[src/rtl/sad_pkg.sv]
// ---------------------------------------------------------------------------
// sad_pkg
// Shared definitions for the SAD engines (sad_cal, sad_stream_cal).
//   - default geometry / width parameters
//   - clog2 and the derived row-sum / block-SAD width helpers
//   - tree_hi: how adder-tree levels are split across register stages
//   - row_tag_t: per-row sideband carried alongside the adder tree
// ---------------------------------------------------------------------------
package sad_pkg;

  localparam int DWIDTH_DEF     = 8;
  localparam int BW_DEF         = 16;
  localparam int BH_DEF         = 16;
  localparam int ADD_STAGES_DEF = 2;
  localparam int CIW_DEF        = 8;

  // Sideband travelling with every row through the tree.
  typedef struct packed {
    logic row0;   // first row of a block: restarts the accumulator
    logic last;   // last row of a block: accumulator holds a full SAD next
    logic first;  // block starts a new candidate search
  } row_tag_t;

  function automatic int clog2(input int v);
    int r;
    r = 0;
    while ((1 << r) < v) r = r + 1;
    return r;
  endfunction

  // Exact width of one row of BW absolute differences.
  function automatic int row_w(input int dw, input int bw);
    return dw + clog2(bw);
  endfunction

  // Exact width of a BWxBH block sum.
  function automatic int sad_w(input int dw, input int bw, input int bh);
    return dw + clog2(bw * bh);
  endfunction

  // Highest tree level completed at the output of register stage s.
  // Levels are spread as evenly as possible over the first min(stages,lvls)
  // stages; any further stages are plain delay stages.
  function automatic int tree_hi(input int s, input int lvls, input int stages);
    int a;
    a = (stages < lvls) ? stages : lvls;
    if (s >= a) return lvls;
    return (s * lvls + a - 1) / a;
  endfunction

endpackage

[src/rtl/sad_row_tree.sv]
// ---------------------------------------------------------------------------
// sad_row_tree
// Absolute difference of one BW-pixel row followed by a pipelined adder tree.
// One register stage for |din-refi|, then ADD_STAGES register stages holding
// the partially reduced tree. Every stage advances only when i_en is high;
// i_clr drops all in-flight valids.
// Ports:
//   clk, rstn     clock, asynchronous active-low reset
//   i_en          pipeline advance enable
//   i_clr         synchronous flush of valids (wins over i_en)
//   i_vld         row accepted this cycle
//   i_tag         row_tag_t bits for the accepted row
//   i_din, i_refi current / reference row, pixel x at [x*DWIDTH +: DWIDTH]
//   o_vld, o_tag  row sum valid and its tag
//   o_sum         exact row sum of absolute differences
// ---------------------------------------------------------------------------
module sad_row_tree
  import sad_pkg::*;
#(
  parameter int DWIDTH     = DWIDTH_DEF,
  parameter int BW         = BW_DEF,
  parameter int ADD_STAGES = ADD_STAGES_DEF
) (
  input  logic                         clk,
  input  logic                         rstn,
  input  logic                         i_en,
  input  logic                         i_clr,
  input  logic                         i_vld,
  input  logic [2:0]                   i_tag,
  input  logic [BW*DWIDTH-1:0]         i_din,
  input  logic [BW*DWIDTH-1:0]         i_refi,
  output logic                         o_vld,
  output logic [2:0]                   o_tag,
  output logic [row_w(DWIDTH,BW)-1:0]  o_sum
);

  localparam int ROW_W = row_w(DWIDTH, BW);
  localparam int LVLS  = clog2(BW);
  localparam int NP    = 1 << LVLS;      // leaves padded to a power of two
  localparam int VW    = NP * ROW_W;

  // r_node[0] holds the absolute differences, r_node[s] the tree after
  // register stage s. Every node is ROW_W wide so no level can overflow.
  logic [VW-1:0] r_node [0:ADD_STAGES];
  logic          r_vld  [0:ADD_STAGES];
  row_tag_t      r_tag  [0:ADD_STAGES];
  logic [VW-1:0] w_diff;
  row_tag_t      w_tag;

  assign w_tag = row_tag_t'(i_tag);

  // Reduce levels lo+1..hi in place; nodes beyond a level's width are zeroed
  // so the final stage carries only the root.
  function automatic logic [VW-1:0] reduce(input logic [VW-1:0] v,
                                           input int lo, input int hi);
    logic [VW-1:0] t;
    t = v;
    for (int l = lo + 1; l <= hi; l++) begin
      for (int n = 0; n < NP; n++) begin
        if (n < (NP >> l))
          t[n*ROW_W +: ROW_W] = t[2*n*ROW_W +: ROW_W] + t[(2*n+1)*ROW_W +: ROW_W];
        else
          t[n*ROW_W +: ROW_W] = '0;
      end
    end
    return t;
  endfunction

  genvar gi;

  generate
    for (gi = 0; gi < NP; gi++) begin : g_diff
      if (gi < BW) begin : g_px
        logic [DWIDTH-1:0] w_a;
        logic [DWIDTH-1:0] w_b;
        assign w_a = i_din[gi*DWIDTH +: DWIDTH];
        assign w_b = i_refi[gi*DWIDTH +: DWIDTH];
        assign w_diff[gi*ROW_W +: ROW_W] =
          ROW_W'((w_a > w_b) ? (w_a - w_b) : (w_b - w_a));
      end else begin : g_pad
        assign w_diff[gi*ROW_W +: ROW_W] = '0;
      end
    end
  endgenerate

  always_ff @(posedge clk or negedge rstn) begin
    if (!rstn) begin
      r_node[0] <= '0;
      r_vld[0]  <= 1'b0;
      r_tag[0]  <= '0;
    end else if (i_clr) begin
      r_vld[0]  <= 1'b0;
    end else if (i_en) begin
      r_node[0] <= w_diff;
      r_vld[0]  <= i_vld;
      r_tag[0]  <= w_tag;
    end
  end

  generate
    for (gi = 1; gi <= ADD_STAGES; gi++) begin : g_stage
      localparam int LO = tree_hi(gi - 1, LVLS, ADD_STAGES);
      localparam int HI = tree_hi(gi, LVLS, ADD_STAGES);
      logic [VW-1:0] w_red;

      assign w_red = reduce(r_node[gi-1], LO, HI);

      always_ff @(posedge clk or negedge rstn) begin
        if (!rstn) begin
          r_node[gi] <= '0;
          r_vld[gi]  <= 1'b0;
          r_tag[gi]  <= '0;
        end else if (i_clr) begin
          r_vld[gi]  <= 1'b0;
        end else if (i_en) begin
          r_node[gi] <= w_red;
          r_vld[gi]  <= r_vld[gi-1];
          r_tag[gi]  <= r_tag[gi-1];
        end
      end
    end
  endgenerate

  assign o_vld = r_vld[ADD_STAGES];
  assign o_tag = r_tag[ADD_STAGES];
  assign o_sum = r_node[ADD_STAGES][ROW_W-1:0];

endmodule

[src/rtl/sad_stream_cal.sv]
// ---------------------------------------------------------------------------
// sad_stream_cal
// Row-serial block SAD engine with best-candidate tracking for motion search.
// One BW-pixel row per accepted beat; BH rows form one block SAD. Results
// leave through a single output register with valid/ready handshake; the
// whole pipeline stalls while a result waits, so nothing is dropped.
// Ports:
//   clk, rstn              clock, asynchronous active-low reset
//   i_clr                  synchronous flush of the partial block / pipeline
//   i_in_vld, o_in_rdy     row beat handshake
//   i_in_first             with row 0: start a new candidate search
//   i_din, i_refi          current / reference row, pixel x at [x*DWIDTH +: DWIDTH]
//   o_out_vld, i_out_rdy   result handshake
//   o_sad, o_sad_idx       block SAD and its candidate index
//   o_best_sad, o_best_idx minimum SAD of the search so far and its index
// Latency: last row accepted on edge t -> o_out_vld after edge t+ADD_STAGES+2.
// ---------------------------------------------------------------------------
module sad_stream_cal
  import sad_pkg::*;
#(
  parameter int DWIDTH     = DWIDTH_DEF,
  parameter int BW         = BW_DEF,
  parameter int BH         = BH_DEF,
  parameter int ADD_STAGES = ADD_STAGES_DEF,
  parameter int CIW        = CIW_DEF
) (
  input  logic                            clk,
  input  logic                            rstn,
  input  logic                            i_clr,
  input  logic                            i_in_vld,
  output logic                            o_in_rdy,
  input  logic                            i_in_first,
  input  logic [BW*DWIDTH-1:0]            i_din,
  input  logic [BW*DWIDTH-1:0]            i_refi,
  output logic                            o_out_vld,
  input  logic                            i_out_rdy,
  output logic [sad_w(DWIDTH,BW,BH)-1:0]  o_sad,
  output logic [CIW-1:0]                  o_sad_idx,
  output logic [sad_w(DWIDTH,BW,BH)-1:0]  o_best_sad,
  output logic [CIW-1:0]                  o_best_idx
);

  localparam int ROW_W = row_w(DWIDTH, BW);
  localparam int SAD_W = sad_w(DWIDTH, BW, BH);
  localparam int RCW   = (BH > 1) ? clog2(BH) : 1;
  localparam logic [RCW-1:0] LAST_ROW = RCW'(BH - 1);
  localparam logic [CIW-1:0] IDX_MAX  = '1;

  logic             r_run;          // low only until the first edge after reset
  logic             w_en;
  logic             w_accept;
  logic [RCW-1:0]   r_row;
  logic             r_force_first;  // next block opens a search regardless of i_in_first
  row_tag_t         w_in_tag;
  logic [2:0]       w_in_tag_bits;

  logic             w_row_vld;
  logic [2:0]       w_row_tag_bits;
  row_tag_t         w_row_tag;
  logic [ROW_W-1:0] w_row_sum;

  logic [SAD_W-1:0] r_acc;
  logic             r_acc_done;     // r_acc holds a complete block
  logic             r_acc_first;    // first flag captured at row 0 of that block
  logic [CIW-1:0]   w_new_idx;

  // A pending result that is not being taken freezes everything upstream.
  assign w_en     = r_run & ~(o_out_vld & ~i_out_rdy) & ~i_clr;
  assign o_in_rdy = w_en;
  assign w_accept = i_in_vld & w_en;

  always_comb begin
    w_in_tag       = '0;
    w_in_tag.row0  = (r_row == '0);
    w_in_tag.last  = (r_row == LAST_ROW);
    w_in_tag.first = (r_row == '0) & (i_in_first | r_force_first);
  end

  assign w_in_tag_bits = w_in_tag;

  always_ff @(posedge clk or negedge rstn) begin
    if (!rstn) begin
      r_run         <= 1'b0;
      r_row         <= '0;
      r_force_first <= 1'b1;
    end else begin
      r_run <= 1'b1;
      if (i_clr) begin
        r_row         <= '0;
        r_force_first <= 1'b1;
      end else if (w_accept) begin
        r_row <= (r_row == LAST_ROW) ? '0 : r_row + RCW'(1);
        if (w_in_tag.row0) r_force_first <= 1'b0;
      end
    end
  end

  sad_row_tree #(
    .DWIDTH     (DWIDTH),
    .BW         (BW),
    .ADD_STAGES (ADD_STAGES)
  ) u_row_tree (
    .clk    (clk),
    .rstn   (rstn),
    .i_en   (w_en),
    .i_clr  (i_clr),
    .i_vld  (w_accept),
    .i_tag  (w_in_tag_bits),
    .i_din  (i_din),
    .i_refi (i_refi),
    .o_vld  (w_row_vld),
    .o_tag  (w_row_tag_bits),
    .o_sum  (w_row_sum)
  );

  assign w_row_tag = row_tag_t'(w_row_tag_bits);

  // Block accumulator: row 0 restarts the sum instead of adding to it, so
  // back-to-back blocks need no idle beat.
  always_ff @(posedge clk or negedge rstn) begin
    if (!rstn) begin
      r_acc       <= '0;
      r_acc_done  <= 1'b0;
      r_acc_first <= 1'b0;
    end else if (i_clr) begin
      r_acc       <= '0;
      r_acc_done  <= 1'b0;
    end else if (w_en) begin
      r_acc_done <= w_row_vld & w_row_tag.last;
      if (w_row_vld) begin
        r_acc <= (w_row_tag.row0 ? '0 : r_acc) + SAD_W'(w_row_sum);
        if (w_row_tag.row0) r_acc_first <= w_row_tag.first;
      end
    end
  end

  // Candidate index of the block about to be emitted; saturates at the top.
  always_comb begin
    w_new_idx = '0;
    if (!r_acc_first)
      w_new_idx = (o_sad_idx == IDX_MAX) ? IDX_MAX : o_sad_idx + CIW'(1);
  end

  // Output register and min tracker. With w_en high the current result is
  // either absent or being taken this edge, so out_vld simply follows done.
  always_ff @(posedge clk or negedge rstn) begin
    if (!rstn) begin
      o_out_vld  <= 1'b0;
      o_sad      <= '0;
      o_sad_idx  <= '0;
      o_best_sad <= '0;
      o_best_idx <= '0;
    end else if (i_clr) begin
      o_out_vld  <= 1'b0;
      o_sad_idx  <= '0;
    end else if (w_en) begin
      o_out_vld <= r_acc_done;
      if (r_acc_done) begin
        o_sad     <= r_acc;
        o_sad_idx <= w_new_idx;
        // strict compare: ties keep the earlier candidate
        if (r_acc_first || (r_acc < o_best_sad)) begin
          o_best_sad <= r_acc;
          o_best_idx <= w_new_idx;
        end
      end
    end
  end

endmodule

[config.mk]
export PLATFORM = sky130hd
export DESIGN_NAME = sad_stream_cal
export DESIGN_NICKNAME = d
export VERILOG_FILES = /design/src/rtl/sad_pkg.sv /design/src/rtl/sad_row_tree.sv /design/src/rtl/sad_stream_cal.sv
export SDC_FILE = /design/constraint.sdc
export NUM_CORES = 1
export LEC_CHECK = 0
export CORE_MARGIN = 2
export CORE_UTILIZATION = 45
export CTS_CLUSTER_DIAMETER = 150
export CTS_CLUSTER_SIZE = 30
export DETAILED_ROUTE_END_ITERATION = 6
export GPL_TIMING_DRIVEN = 0
export MAX_ROUTING_LAYER = met4
export PLACE_DENSITY = 0.75
export SYNTH_ARGS = -nofsm -noshare
export SYNTH_HDL_FRONTEND = slang
export SYNTH_SLANG_ARGS = --single-unit
[constraint.sdc]
create_clock -name clk -period 4.3 [get_ports clk]
set_clock_uncertainty 0.15 [all_clocks]
set_input_delay 0.86 -clock clk [delete_from_list [all_inputs] [get_ports clk]]
set_output_delay 0.86 -clock clk [all_outputs]
set_load 0.01 [all_outputs]
==> flow_summary.yaml <==
finish:
  drive_gt1_frac: 0.0424
  final_nets: 4241
  syn_to_final_growth_pct: 16.3
  final_common_cell: "inv_1"
  fin_util: 0.531
  layout_common_cells: "inv_1 (556), ha_1 (341), nand2_1 (309), clkdlybuf4s50_1 (309), o21ai_0 (291)"
power:
  seqPwrFrac: 0.240
  clkPwrFrac: 0.097
  switching_share: 0.448
  cellPowerDensity_nw_per_um2: 483
  power_mw: 15.5
  p_switching_mw: 6.96
  pwr-share-comb: 0.663
  power.internal_mw: 8.57
  p_leak_nw: 16.4
  ir_drop_mv: 0.516
floorplan:
  io_pins: 312
  initial_core_util: 0.457
  fp.dieArea_sq_um: 63500
  die_h_um: 252
  rows: 90
  core_area_sq_um: 60600
  die_w_um: 252
setup_path:
  crit_chain: "clkdlybuf4s50_1 -> nand2b_1 -> and2_1 -> nand2b_1 -> inv_4 -> clkbuf_2 -> clkdlybuf4s50_1"
  startpoint_type: "input port"
  cp_data_required_time_ns: 3.29
  end_kind: "output pin"
  arrival_ns: 3.07
  crit_fanout: 17
  crit_path_max_incr_delay_ns: 0.65
  r2r_cells: 14
  path_class: "in2out"
  cp_slowest_cell: "clkdlybuf4s50_1"
placement:
  place_ws_ns: -0.808
  dp_hpwl_um: 55400
  gp_congestion: 0.907
  io_buffers: 310
yosys:
  yosys.area_share.adder: 0.249
  synth_top_family_by_area: "adder cells"
  syn_nets: 3915
  synth_cells: 3181
  synth_area_sq_um: 27700
  ys_ff_latch: 289
  synth-compound-area-share: 0.183
  synthXorXnorAreaFrac: 0.0437
  yosysSeqAreaShare: 0.262
  synth_ff_type: "dfrtp_1"
  synthSimpleGateAreaFrac: 0.115
  synth-warning-count: 0
  synthMuxAreaShare: 0.0556
  ys_types: 75
  async_reset_ff_frac: 1.00
  synth-edff-count: 0
  syn_avg_cell_area_sq_um: 8.70
sta:
  period_share: 0.950
  finalSetupViolCount: 0
  relSlewSlack: 0.305
  worstMarginPinSlew_ns: 1.04
  slew_viol_final: 0
  finalSetupTns_ns: 0
  period_needed_ns: 4.08
  rsz0062_at_grt: "false"
  fmax_ghz: 0.245
  postLayoutSetupSlackWorst_ns: 0.217
  hold_violations: 0
routing:
  drt-wirelength-per-cell_um: 15.8
  vias_per_cell: 5.23
  wl_met3_um: 2180
  drt-met1-wl_um: 31800
  vias: 22483
  drc_errors: 0
  drt_iter0_markers: 1188
  wl_met2_um: 33100
  ant_nets: 0
  drt-pass1-iter-count: 6
  top_layer: "met4"
  drt_wl_total_um: 68100
clock_tree:
  cts_tree: "done"
  cts_buffers: 13
  cts_buffer_depth: 3
  cts_sinks: 289
  clk_latency_ns: 0.52
  cts_root_buf: "clkbuf_16"
  clk_pin_slew_ns: 0.12
  cts_hold_buf: 0
  cts_max_level: 1
global_route:
  grtUsageTotal: 0.221
  grt_pass1_wl_um: 111000
  grt_max_degree: 117
  grt_antenna_before_repair: 2
  gr-total-overflow: 0
  grt_pass1_vias: 22213
flow_run:
  drv_cap: 0
run_status:
  status: "finished clean"
hold_path:
  hold_path.class: "in2async"
-- state kept, by name, summed over array words and instances, names as in the netlist --
register and cells:
u_row_tree.o_sum 12, o_sad 16, r_acc_first 1, u_row_tree.o_tag 3, o_sad_idx 8, r_acc_done 1, u_row_tree.r_node 192, r_acc 16
o_out_vld 1, u_row_tree.r_tag 6, r_force_first 1, r_row 4, o_best_sad 16, r_run 1, u_row_tree.r_vld 2, o_best_idx 8
u_row_tree.o_vld 1
-- worst paths after layout --
path                                     endpoint  slack [ns]                    from
max in group asynchronous  u_row_tree.r_node[523]        2.71                    rstn
min in group clk              u_row_tree.r_tag[4]        0.33     u_row_tree.r_tag[7]
min                        u_row_tree.r_node[531]        0.18                    rstn
max reg2reg                u_row_tree.r_node[227]        0.65  u_row_tree.r_node[481]
max                                      o_in_rdy        0.22               i_out_rdy
min reg2reg                   u_row_tree.r_tag[4]        0.33     u_row_tree.r_tag[7]
-- power by group through the flow --
stage	combinational [mW]	sequential (mW)	clock (mW)
after floorplan	7.82	3.65	0
after global routing	11.7	3.81	1.64
final	10.3	3.73	1.50
after CTS	10.3	3.73	1.55
after detailed placement	10.2	3.79	0
after global placement	10.1	3.77	0
-- cell families (layout without fill, tap and decap cells) --
kind of cell	count (synthesis)	in the layout
adders and majority gates	472	472
AOI/OAI and AO/OA	803	803
and+or+nand+nor	675	675
buffers and inverters	657	988
DFF	289	289
muxes	146	146
xor gates and xnor gates	138	138
other	1	3
-- critical path: cells and delay by family --
kind          cells  cell delay (ns)
simple gates      3             0.44
buf+inv           4             1.76
-- area by class of cell --
type	instances	area [sq um]
clock inverters	2	20.0
inverters	557	2090
well taps	782	978
flip-flops and latches	289	7230
clock buffers	18	344
multi-input cells	2235	17900
diodes	2	5.00
repair buffers	312	3160
plain buffers	99	464
fillers	5597	28400
-- timing repair --
action,in CTS,in global routing
buffers inserted,0,0
resized for setup,4,6
pin swaps,0,0
endpoints found under the setup margin,138,43
-- layer usage --
| layer | vias up | global-route usage |
|---|---|---|
| met3 | 49 | 0.0190 |
| met2 | 395 | 0.377 |
| li1 | 11245 | - |
| met4 | 0 | 0.0345 |
| met5 | - | - |
| met1 | 10794 | 0.292 |
-- cell usage after synthesis (19+ instances only) --
cell type | count | area, sq um
inv_1 | 556 | 2090
ha_1 | 341 | 4270
nand2_1 | 309 | 1160
o21ai_0 | 291 | 1460
dfrtp_1 | 288 | 7210
a21oi_1 | 135 | 676
fa_1 | 131 | 2620
a21o_1 | 100 | 751
xnor2_1 | 97 | 850
mux2i_1 | 94 | 941
nor2_1 | 92 | 345
nor2b_1 | 69 | 432
clkbuf_1 | 52 | 195
nand2b_1 | 50 | 313
mux2_2 | 49 | 552
a31oi_1 | 42 | 263
xor2_1 | 41 | 359
buf_2 | 39 | 195
nand3_1 | 39 | 195
o21a_1 | 37 | 278
nor3_1 | 25 | 125
nand4_1 | 24 | 150
o211ai_1 | 23 | 173
a211oi_1 | 22 | 165
o31ai_1 | 20 | 150
a21boi_0 | 19 | 143
-- stage by stage --
| step | instance area (sq um) | hold slack, ns | instances |
|---|---|---|---|
| after floorplan | 27700 | 0.289 | 3181 |
| after global placement | 31700 | 0.303 | 4273 |
| after detailed placement | 31800 | 0.306 | 4275 |
| after CTS | 32200 | 0.179 | 4294 |
| after global routing | 32200 | 0.199 | 4296 |
| final | 32200 | 0.179 | 4296 |
Note: power is estimated with default switching activity, not from simulation.
